===== config.mk =====
export PLATFORM = sky130hd
export DESIGN_NAME = fetch_stage
export DESIGN_NICKNAME = d
export VERILOG_FILES = /design/src/rtl/fetch_stage.sv
export SDC_FILE = /design/constraint.sdc
export NUM_CORES = 1
export LEC_CHECK = 0
export CORE_UTILIZATION = 42
export DETAILED_ROUTE_END_ITERATION = 8
export PLACE_DENSITY = 0.71
export SETUP_SLACK_MARGIN = 0.2
export SLEW_MARGIN = 20
export SYNTH_ARGS = -nofsm -noshare
export SYNTH_HDL_FRONTEND = slang
export SYNTH_SLANG_ARGS = --single-unit
export TNS_END_PERCENT = 5

===== constraint.sdc =====
create_clock -name clk -period 1.5 [get_ports clk]
set_input_delay 0.225 -clock clk [delete_from_list [all_inputs] [get_ports clk]]
set_output_delay 0.225 -clock clk [all_outputs]
set_load 0.005 [all_outputs]

===== src/rtl/fetch_stage.sv =====
// Instruction-fetch stage: one outstanding imem read, IF/ID pipeline register,
// and the stall handshake back to the PC so it advances once per accepted word.
module fetch_stage #(
  parameter int                 ADDR_W  = 11,
  parameter int                 INSTR_W = 16,
  parameter logic [INSTR_W-1:0] NOP     = 16'h0000
) (
  input  logic               clk,
  input  logic               reset,
  input  logic [ADDR_W-1:0]  pc,
  input  logic               branch,
  input  logic               id_stall,
  input  logic [INSTR_W-1:0] imem_rdata,
  input  logic               imem_valid,
  output logic               imem_req,
  output logic [ADDR_W-1:0]  imem_addr,
  output logic               stall_pc,
  output logic [INSTR_W-1:0] ifid_instr,
  output logic [ADDR_W-1:0]  ifid_pc,
  output logic               ifid_valid
);

  typedef enum logic [1:0] {
    FETCH = 2'd0,
    WAIT  = 2'd1,
    HOLD  = 2'd2,
    DRAIN = 2'd3
  } state_t;

  state_t              state;
  logic [ADDR_W-1:0]   req_pc;
  logic [INSTR_W-1:0]  hold_buf;
  logic                accept;
  logic [INSTR_W-1:0]  load_instr;

  // NOTE: every signal assigned in always_comb gets a default first, so no path can infer a latch.
  always_comb begin
    accept = 1'b0;
    case (state)
      WAIT:    accept = imem_valid & ~id_stall & ~branch;
      HOLD:    accept = ~id_stall & ~branch;
      default: accept = 1'b0;
    endcase
  end

  // A word parked in hold_buf is delivered from there; otherwise straight from memory.
  assign load_instr = (state == HOLD) ? hold_buf : imem_rdata;

  // Request and stall are combinational so a zero-wait memory reaches 1 instr / 2 cycles.
  assign imem_req  = ~reset & (state == FETCH) & ~branch;
  assign imem_addr = pc;
  assign stall_pc  = ~reset & ~(accept | branch);

  // NOTE: sequential state uses non-blocking assignments so every register samples pre-edge values.
  always_ff @(posedge clk) begin
    if (reset) begin
      state    <= FETCH;
      req_pc   <= '0;
      hold_buf <= NOP;
    end else begin
      case (state)
        FETCH: begin
          if (!branch) begin
            req_pc <= pc;
            state  <= WAIT;
          end
        end
        WAIT: begin
          if (branch) begin
            state <= imem_valid ? FETCH : DRAIN;
          end else if (imem_valid) begin
            if (id_stall) begin
              hold_buf <= imem_rdata;
              state    <= HOLD;
            end else begin
              state <= FETCH;
            end
          end
        end
        HOLD: begin
          if (branch || !id_stall) state <= FETCH;
        end
        DRAIN: begin
          // The flushed request's response must be consumed before issuing again.
          if (imem_valid) state <= FETCH;
        end
        default: state <= FETCH;
      endcase
    end
  end

  always_ff @(posedge clk) begin
    if (reset) begin
      ifid_valid <= 1'b0;
      ifid_instr <= NOP;
      ifid_pc    <= '0;
    end else if (branch) begin
      ifid_valid <= 1'b0;
      ifid_instr <= NOP;
    end else if (id_stall) begin
      ifid_valid <= ifid_valid;
    end else if (accept) begin
      ifid_valid <= 1'b1;
      ifid_instr <= load_instr;
      ifid_pc    <= req_pc;
    end else begin
      ifid_valid <= 1'b0;
    end
  end

endmodule


# Yosys cells after proc, flatten, opt, wreduce, memory -nomap -nowiden
# Index checks and enable logic that the tools add are counted.
[word_totals]
in_bits = 32
output_inout_bits = 41
reg_bits = 57
elab_cells = 44
[op_classes]
n_mux = 11
eq_ne = 7
bitwise = 11
reduce_logical = 9
[ops]
columns = ["op", "count"]
rows = [
  ["$mux 16", 1],
  ["$mux 2", 7],
  ["$pmux 2 s4", 1],
  ["$reduce_and 4->1", 2],
  ["$and 1x1->1", 6],
  ["$eq 2x2->1 const B", 2],
  ["$ne 2x2->1 const B", 2],
  ["$not 1->1", 4],
  ["$reduce_and 2->1", 2],
  ["$ne 3x3->1 const B", 1],
  ["$reduce_and 3->1", 1],
  ["$eq 2x1->1 const B", 1],
  ["$logic_not 2->1", 1],
  ["$ne 2x1->1 const B", 1],
  ["$pmux 1 s2", 1],
  ["$reduce_or 2->1", 1],
  ["$logic_not 1->1", 1],
  ["$logic_or 1x1->1", 1],
  ["$mux 1", 1],
  ["$or 1x1->1", 1],
]

# Depth between registers and ports, before layout
# Gate-level depths: netlist (run 1).
[depth]
word_depth = 7
ltp_mapped = 8
ltp_nobuf = 6

# Worst setup path before layout (run 1)
# No wires, ideal clock.
[synth_timing]
path_kind = "reg-to-reg"
from = "register state[0]"
to = "register ifid_pc[0]"
synth_period_minus_slack_ps = 1503
path_slack_ps = -3
setup_ps = 70
arrival_time_ps = 1433
required_time_ps = 1430
path_stages_with_launch = 9
cell_sequence = "dfxtp_1 > inv_1 > ha_1 > buf_6 > o21ai_2 > nand2b_1 > buf_2 > nand2_1 > a21oi_1"
[synth_between]
elab_chain_len = 3
[synth_rtl]
columns = ["item", "line", "text"]
rows = [
  ["start: declaration", "30", "state_t state;"],
  ["start signal: assignment", "70", "state <= imem_valid ? FETCH : DRAIN;"],
  ["$eq 2x2->1 or $eq 2x1->1 (tied branches)", "39", "case (state)"],
  ["$pmux 1 s2 *", "39", ""],
  ["$reduce_and 3->1 (no line) *", "n/a", ""],
  ["end signal: assignment", "105", "ifid_pc <= req_pc;"],
  ["end: declaration", "19", "output logic [ADDR_W-1:0] ifid_pc,"],
]
# Mark *: on every way between the ends. The rest lies on a longest branch, timed or not.
# A chain may end at the register's enable or synchronous reset.

# Worst setup path after layout (run 1)
[layout_timing]
from = "register state[1]"
to = "output port stall_pc"
[layout_between]
elab_chain_len = 5
[layout_rtl]
columns = ["item", "line", "text"]
rows = [
  ["$eq 2x2->1 or $eq 2x1->1 (tied branches)", "39", ""],
  ["$pmux 1 s2 *", "39", ""],
  ["$or 1x1->1 *", "52", "assign stall_pc = ~reset & ~(accept | branch);"],
  ["$not 1->1 *", "52", ""],
  ["$and 1x1->1 *", "52", ""],
  ["end: declaration", "17", "output logic stall_pc,"],
]
# Marked as above.

==> run metrics, run 1 <==
Fillers=458; RSZ-0062 raised after global routing=yes; WL per Instance=14.2 um; crit path launch=state[1]$_SDFFE_PP0P_; area grow syn2layout=54.2%; area taken by multi-input logic gates=0.00123 mm^2; sequential element share of the synthesized area=46.0%; HP Class=flip-flop to flip-flop; post-layout min period=1660 ps; Yosys Warn Count=0; drt first-iter violations=124; Post-DP HPWL=3.86 mm; Critical Path AT=1430 ps; # hold bufs at CTS=0; status=finished, violations left; Max Clk Rate=603 MHz; slew margin rel.=68.7%; initial antenna violation count=0; GRT overflow=0; Nets=407; Syn Inst Count=285; critical path peak fanout=3; Req. time, crit path=1270 ps; die height=78.8 um; largest net degree at the start of global routing=42; Area after DPL=0.00333 mm^2; Least-Margin Pin Slew=469 ps; M2 GR Usage=36.3%; Fin. Hold Viols=0; Vias=2244; period utilization=110%; Final Non-Filler Cells=448; Yosys reg bits=57; CP Capture Type=output pin; design area=0.00382 mm^2; clk buf depth=2; Sequential Area=0.00115 mm^2; GRT Overall Usage=22.0%; Placed Instances=422; Root Buffer=clkbuf_8; core area=0.00561 mm^2; Routed Antenna Nets=0; overall power=4.22 mW; Synth cell types=29; drt pass-1 iters=4; I/O Pins=73; DRC Markers=0; Post-Synthesis Cell Area=0.00248 mm^2; critical path launch point type=flip-flop; Clk pin slew, worst setup/hold paths=70 ps; GPL Wtd Cong=0.771; Post-Route WL=6.37 mm; final clock skew=6.02 ps; first-pass GRT wire length=10.4 mm; critical path class=flip-flop to output pin; initial core utilization=44.2%; Die Span X=78.8 um; failing checks=setup timing; clock sink count=57; die area=0.00621 mm^2; vias per cell=5.01; syn_area_per_cell=8.70 um^2; Post-Synthesis Net Count=321; clk_lat worst skew=330 ps; layout cells sized above 1=26.1%; met3 Use GR=5.40%; commonest non-fill, non-tap cell in the layout=nand2_1; max cap viols=0; reg2reg start=state[0]$_SDFFE_PP0P_; met1 usage=26.8%; CTS tree=yes; Setup violations, final=30; H-tree Lvls=3; ANT cells=0; worst vdd ir=0.937 mV; Worst Slack Setup Final=-157 ps; most frequent cells in the layout=74 x nand2_1, 55 x dfxtp_1, 35 x a21oi_1, 35 x clkdlybuf4s50_1, 35 x dlygate4sd2_1; CTS Buf Count=9; layer with the highest usage=met2; via count of the first global-routing pass=2187; Cell Pwr Density=1110 mW/mm^2; Slew Limit Fails=0; hold_sp=ifid_pc[6]$_SDFFE_PP0P_; Port Buffers=72; num rows=27; Leak Pwr=1.52 nW
worst paths after layout:
check / end / slack, ps / cells past startpoint
hold reg to reg: ifid_pc[6]$_SDFFE_PP0P_ / 450 / 2
setup reg to reg: ifid_pc[5]$_SDFFE_PP0P_ / -140 / 9
setup / recovery: stall_pc / -160 / 6
hold / removal: ifid_pc[6]$_SDFFE_PP0P_ / 450 / 2
power breakdown:
group	internal (mW)	leakage, nW	total, mW	switching, mW
clock	1.20	0.127	1.81	0.610
combinational	0.410	0.935	0.796	0.386
sequential	1.58	0.463	1.62	0.0419
total	3.19	1.52	4.22	1.04
layout make-up:
type,count,area share [%]
Tap cell,72,2.36
Sequential cell,57,30.0
Multi-Input combinational cell,193,32.2
Inverter,4,0.589
Clock buffer,12,4.06
Clock inverter,4,2.59
Timing Repair Buffer,106,28.2
registers in the layout, summed over array words and instances (netlist names):
name,count
ifid_instr,16
hold_buf,16
req_pc,11
state,2
ifid_pc,11
ifid_valid,1
through the flow:
step | setup slack [ps] | setup TNS, ps | util [%] | hold slack [ps]
2_1_floorplan | 43.3 | 0 | - | 361
3_3_place_gp | -294 | -7860 | 59.3 | 439
3_5_place_dp | -330 | -9050 | 59.3 | 444
4_1_cts | -165 | -4050 | 67.0 | 454
5_1_grt | -235 | -6270 | 68.2 | 468
6_report | -157 | -3020 | 68.2 | 451
layer usage:
layer,wire length (um),vias to the layer above
li1,-,1119
met1,2760,1049
met2,3210,63
met3,281,13
met4,114,0
met5,0,-
cells by family (layout without fill, tap and decap cells):
logic type	Yosys count	after routing	synth area share, %
DFF	57	57	46.0
and+or+nand+nor	110	110	18.3
AOI/OAI and AO/OA	63	63	18.1
adders and majority gates	4	4	2.02
muxes	16	16	6.46
buffers and inverters	35	126	9.14
cells in the mapped netlist (all sizes together):
library cell  number  area, um^2
and3               1        6.26
and3b              1        8.76
nand2b             2        12.5
buf               23         180
a311oi             1        8.76
nand2             79         297
o41ai              1        16.3
nand3              1        5.00
inv                4        15.0
a211o              1        8.76
nor3               2        21.3
o21ai              2        13.8
ha                 4        50.1
nor2              22        82.6
mux2i             16         160
a21oi             41         209
a31oi              1        6.26
nor2b              1        13.8
or2                1        6.26
a211oi            16         185
clkbuf             8        31.3
dfxtp             57        1140
critical path: stages (launching register included):
cell     delay [ps]
dfxtp_4         360
buf_4           140
ha_4            160
o21ai_4         160
nor2_2           60
nor2_1           90
buf_2           130
what timing repair did:
item | in CTS | in global routing
pin swaps | 23 | 9
setup buffers | 5 | 1
gates cloned | 4 | 0
setup endpoints to repair | 97 | 56
gates resized for setup | 73 | 13
Power figures use the tool's default switching activity.
==> inputs of run 2 (changes only) <==
--- a/config.mk
+++ b/config.mk
@@ -7,2 +7,4 @@
 export LEC_CHECK = 0
+export ABC_AREA = 1
+export CORE_ASPECT_RATIO = 0.75
 export CORE_UTILIZATION = 42
--- a/constraint.sdc
+++ b/constraint.sdc
@@ -3,2 +3,2 @@
 set_output_delay 0.225 -clock clk [all_outputs]
-set_load 0.005 [all_outputs]
+set_load 0.02 [all_outputs]
==> run 2 against run 1 <==
The run still ends with setup timing left. Hold slack got worse by 33 ps. Critical endpoint unchanged. Final area shrank 0.23%. Sequential power grew 3%. Critical path type unchanged. Clock skew about the same. Synthesized cell count increased by 21%. Largest cell class unchanged.
==> run metrics, run 2 <==
DRC Markers=0 (unchanged); layout cells sized above 1=19.8% (-6.3 points); I/O Pins=73 (unchanged); biggest regs=hold_buf: 16 flops, ifid_instr: 16 flops; via count of the first global-routing pass=2300 (+5.2%); Root Buffer=clkbuf_8; Nets=471 (+16%); drt first-iter violations=156 (+26%); die area=0.00622 mm^2 (about the same); Post-Route WL=7.01 mm (+10%); vias per cell=4.93 (-1.7%); Port Buffers=72 (unchanged); Post-Synthesis Cell Area=0.00248 mm^2 (about the same); Max Clk Rate=629 MHz (+4.3%); Setup violations, final=27 (-10%); first-pass GRT wire length=11.2 mm (+7.6%); clock sink count=57 (unchanged); Post-synth EDFFs=0 (unchanged); count leader, synth=nand2_1; Synth top cells by count=90 x nand2_1, 62 x nor2_1, 57 x dfxtp_1; commonest non-fill, non-tap cell in the layout=nand2_1; ANT cells=0 (unchanged); num rows=23 (-15%); Yosys Warn Count=0 (unchanged); Placed Instances=492 (+17%); post-synthesis mux area share=0% (-6.5 points); Fillers=438 (-4.4%); # hold bufs at CTS=0 (unchanged); core area=0.00553 mm^2 (-1.5%); critical path's slowest cell=dfxtp_2; Synth Area in Compound Gates=11.5% (-6.6 points); max cap viols=0 (unchanged); main combinational cell family by area after synthesis=simple AND/OR/NAND/NOR gates; Yosys reg bits=57 (unchanged); GPL Wtd Cong=0.852 (+11%); Clk pin slew, worst setup/hold paths=70 ps (about the same); critical path's most frequent cell=nor2_4; most frequent cells in the layout=86 x nand2_1, 58 x nor2_1, 55 x dfxtp_1; Synth top area share=46.0% (about the same); CTS Buf Count=9 (unchanged); CP max stage delay=360 ps (about the same); Slew Limit Fails=0 (unchanged); WL per Instance=13.6 um (-4.3%); post-layout min period=1590 ps (-68.1 ps); Syn Inst Count=345 (+21%); post-synthesis simple-gate area fraction=30.3% (+12 points); Async S/R FF share, synth=0% (unchanged); final clock skew=6.30 ps (+0.289 ps); post-synthesis xor/xnor area fraction=0% (unchanged); Crit path buffers/inverters=2 (unchanged); Post-DP HPWL=4.59 mm (+19%); Die Span X=90.7 um (+15%); Synth cell types=19 (-34%); H-tree Lvls=3 (unchanged); area grow syn2layout=53.8%; status=finished, violations left; ranking of synthesized cells by area=dfxtp_1 46%, nand2_1 14%, nor2_1 9.4%, a21oi_1 5.7%, nand3_1 5.7%; critical path launch point type=flip-flop; HP Class=input pin to flip-flop; Area after DPL=0.00338 mm^2 (+1.7%); Req. time, crit path=1270 ps (about the same); design area=0.00381 mm^2 (-0.23%); period utilization=106% (-4.5 points); clk buf depth=2 (unchanged); CP Capture Type=output pin; Post-Synthesis Net Count=381 (+19%); Synth Area in Adders=2.02% (about the same); sequential element share of the synthesized area=46.0% (about the same); failing checks=setup timing; Least-Margin Pin Slew=225 ps (-244 ps); Cell Pwr Density=1160 mW/mm^2 (+4.6%); slew margin rel.=85.1% (+16 points); GRT Overall Usage=24.0% (+1.9 points); Critical Path AT=1360 ps (-70 ps); syn_area_per_cell=7.19 um^2 (-17%); critical path class=flip-flop to output pin; critical path's top delay family=flip-flops; crit-path cells=inv_4, ha_4, nand2_4, nor2_4, nor2_4, buf_6; die height=68.5 um (-13%); largest net degree at the start of global routing=19 (-55%); critical path peak fanout=3 (unchanged); GRT overflow=0 (unchanged); Final Non-Filler Cells=515 (+15%); top_reg_cell synth=dfxtp_1; clk_lat worst skew=340 ps (about the same); initial antenna violation count=0 (unchanged); worst vdd ir=0.731 mV (-22%); Fin. Hold Viols=0 (unchanged); Worst Slack Setup Final=-89.2 ps (+68.1 ps); RSZ-0062 raised after global routing=yes; CTS tree=yes; Vias=2537 (+13%); Leak Pwr=1.66 nW (+9.2%); initial core utilization=44.9% (+0.68 points); post-synth top area cell=dfxtp_1; Sequential Area=0.00115 mm^2 (unchanged); area taken by multi-input logic gates=0.00122 mm^2 (-1.0%); drt pass-1 iters=4 (unchanged); Routed Antenna Nets=0 (unchanged)
-- run 2: cell types whose count changed after synthesis, sizes merged, moves of 6 or more --
cell	before	now
mux2i	16	0
nand3	1	28
nor2	22	64
a21oi	41	28
a211oi	16	0
inv	4	10
o21ai	2	29
nand2	79	91
-- run 2: cells by family (layout without fill, tap and decap cells) --
logic type	after synthesis	after routing
buf+inv	43	137
fa+ha+maj	4	4
flops	57	57
simple gates	184	185
compound gates	57	57
-- run 2: cell type report --
class,count,share of cell area [%]
well taps,75,2.46
multi-input cells,246,32.0
inverters,12,1.51
clock buffers,9,3.25
clock inverters,7,3.12
repair buffers,109,27.6
flip-flops and latches,57,30.1
-- run 2: through the flow --
stage | setup TNS [ps] | utilization [%] | total power, mW | hold slack (ps) | setup slack, ps
CTS | -998 | 67.4 | 4.36 | 409 | -98.8
finish | -1230 | 69.0 | 4.41 | 418 | -89.2
global placement | -13780 | 61.2 | 2.50 | 450 | -404
detailed placement | -14750 | 61.2 | 2.51 | 456 | -408
global route | -3200 | 69.0 | 4.59 | 437 | -147
floorplan | 0 | - | 2.18 | 294 | 151
-- run 2: final timing paths --
| path | from | end | slack, ps | depth (start not counted) |
|---|---|---|---|---|
| setup reg to reg | state[0]$_SDFFE_PP0P_ | ifid_instr[1]$_SDFFE_PP0P_ | -80 | 8 |
| setup / recovery | state[0]$_SDFFE_PP0P_ | stall_pc | -90 | 6 |
| hold reg to reg | ifid_instr[5]$_SDFFE_PP0P_ | ifid_instr[5]$_SDFFE_PP0P_ | 460 | 2 |
| hold / removal | reset | ifid_pc[2]$_SDFFE_PP0P_ | 420 | 3 |
-- run 2: per-layer routing --
metal	routed length [um]	global-route usage (%)	part of all wire [%]	vias to the layer above
li1	-	-	-	1289
met1	3300	32.9	47	1149
met3	599	7.35	8.5	5
met5	0	0	0	-
met2	3050	35.6	43	94
met4	67	8.87	0.96	0
-- run 2: repair_timing --
action,CTS,global route
buffers inserted,4,0
setup endpoints to repair,87,61
endpoints found under the hold margin,0,0
resized for setup,66,40
pin swaps,5,9
gates cloned,3,0
-- run 2: worst register-to-register path, stage by stage (launching register included) --
cell and delay [ps]:
dfxtp_2 360, inv_4 60, ha_4 270, nand2_4 40
nor2_4 120, buf_4 170, bufbuf_16 280, nand3_1 70
a21oi_1 150
-- run 2: report_power, final --
| part | internal (mW) | switching (mW) | leakage, nW |
|---|---|---|---|
| Combinational | 0.483 | 0.521 | 1.09 |
| Clock | 1.10 | 0.635 | 0.115 |
| Sequential | 1.60 | 0.0654 | 0.464 |
| Total | 3.19 | 1.22 | 1.66 |
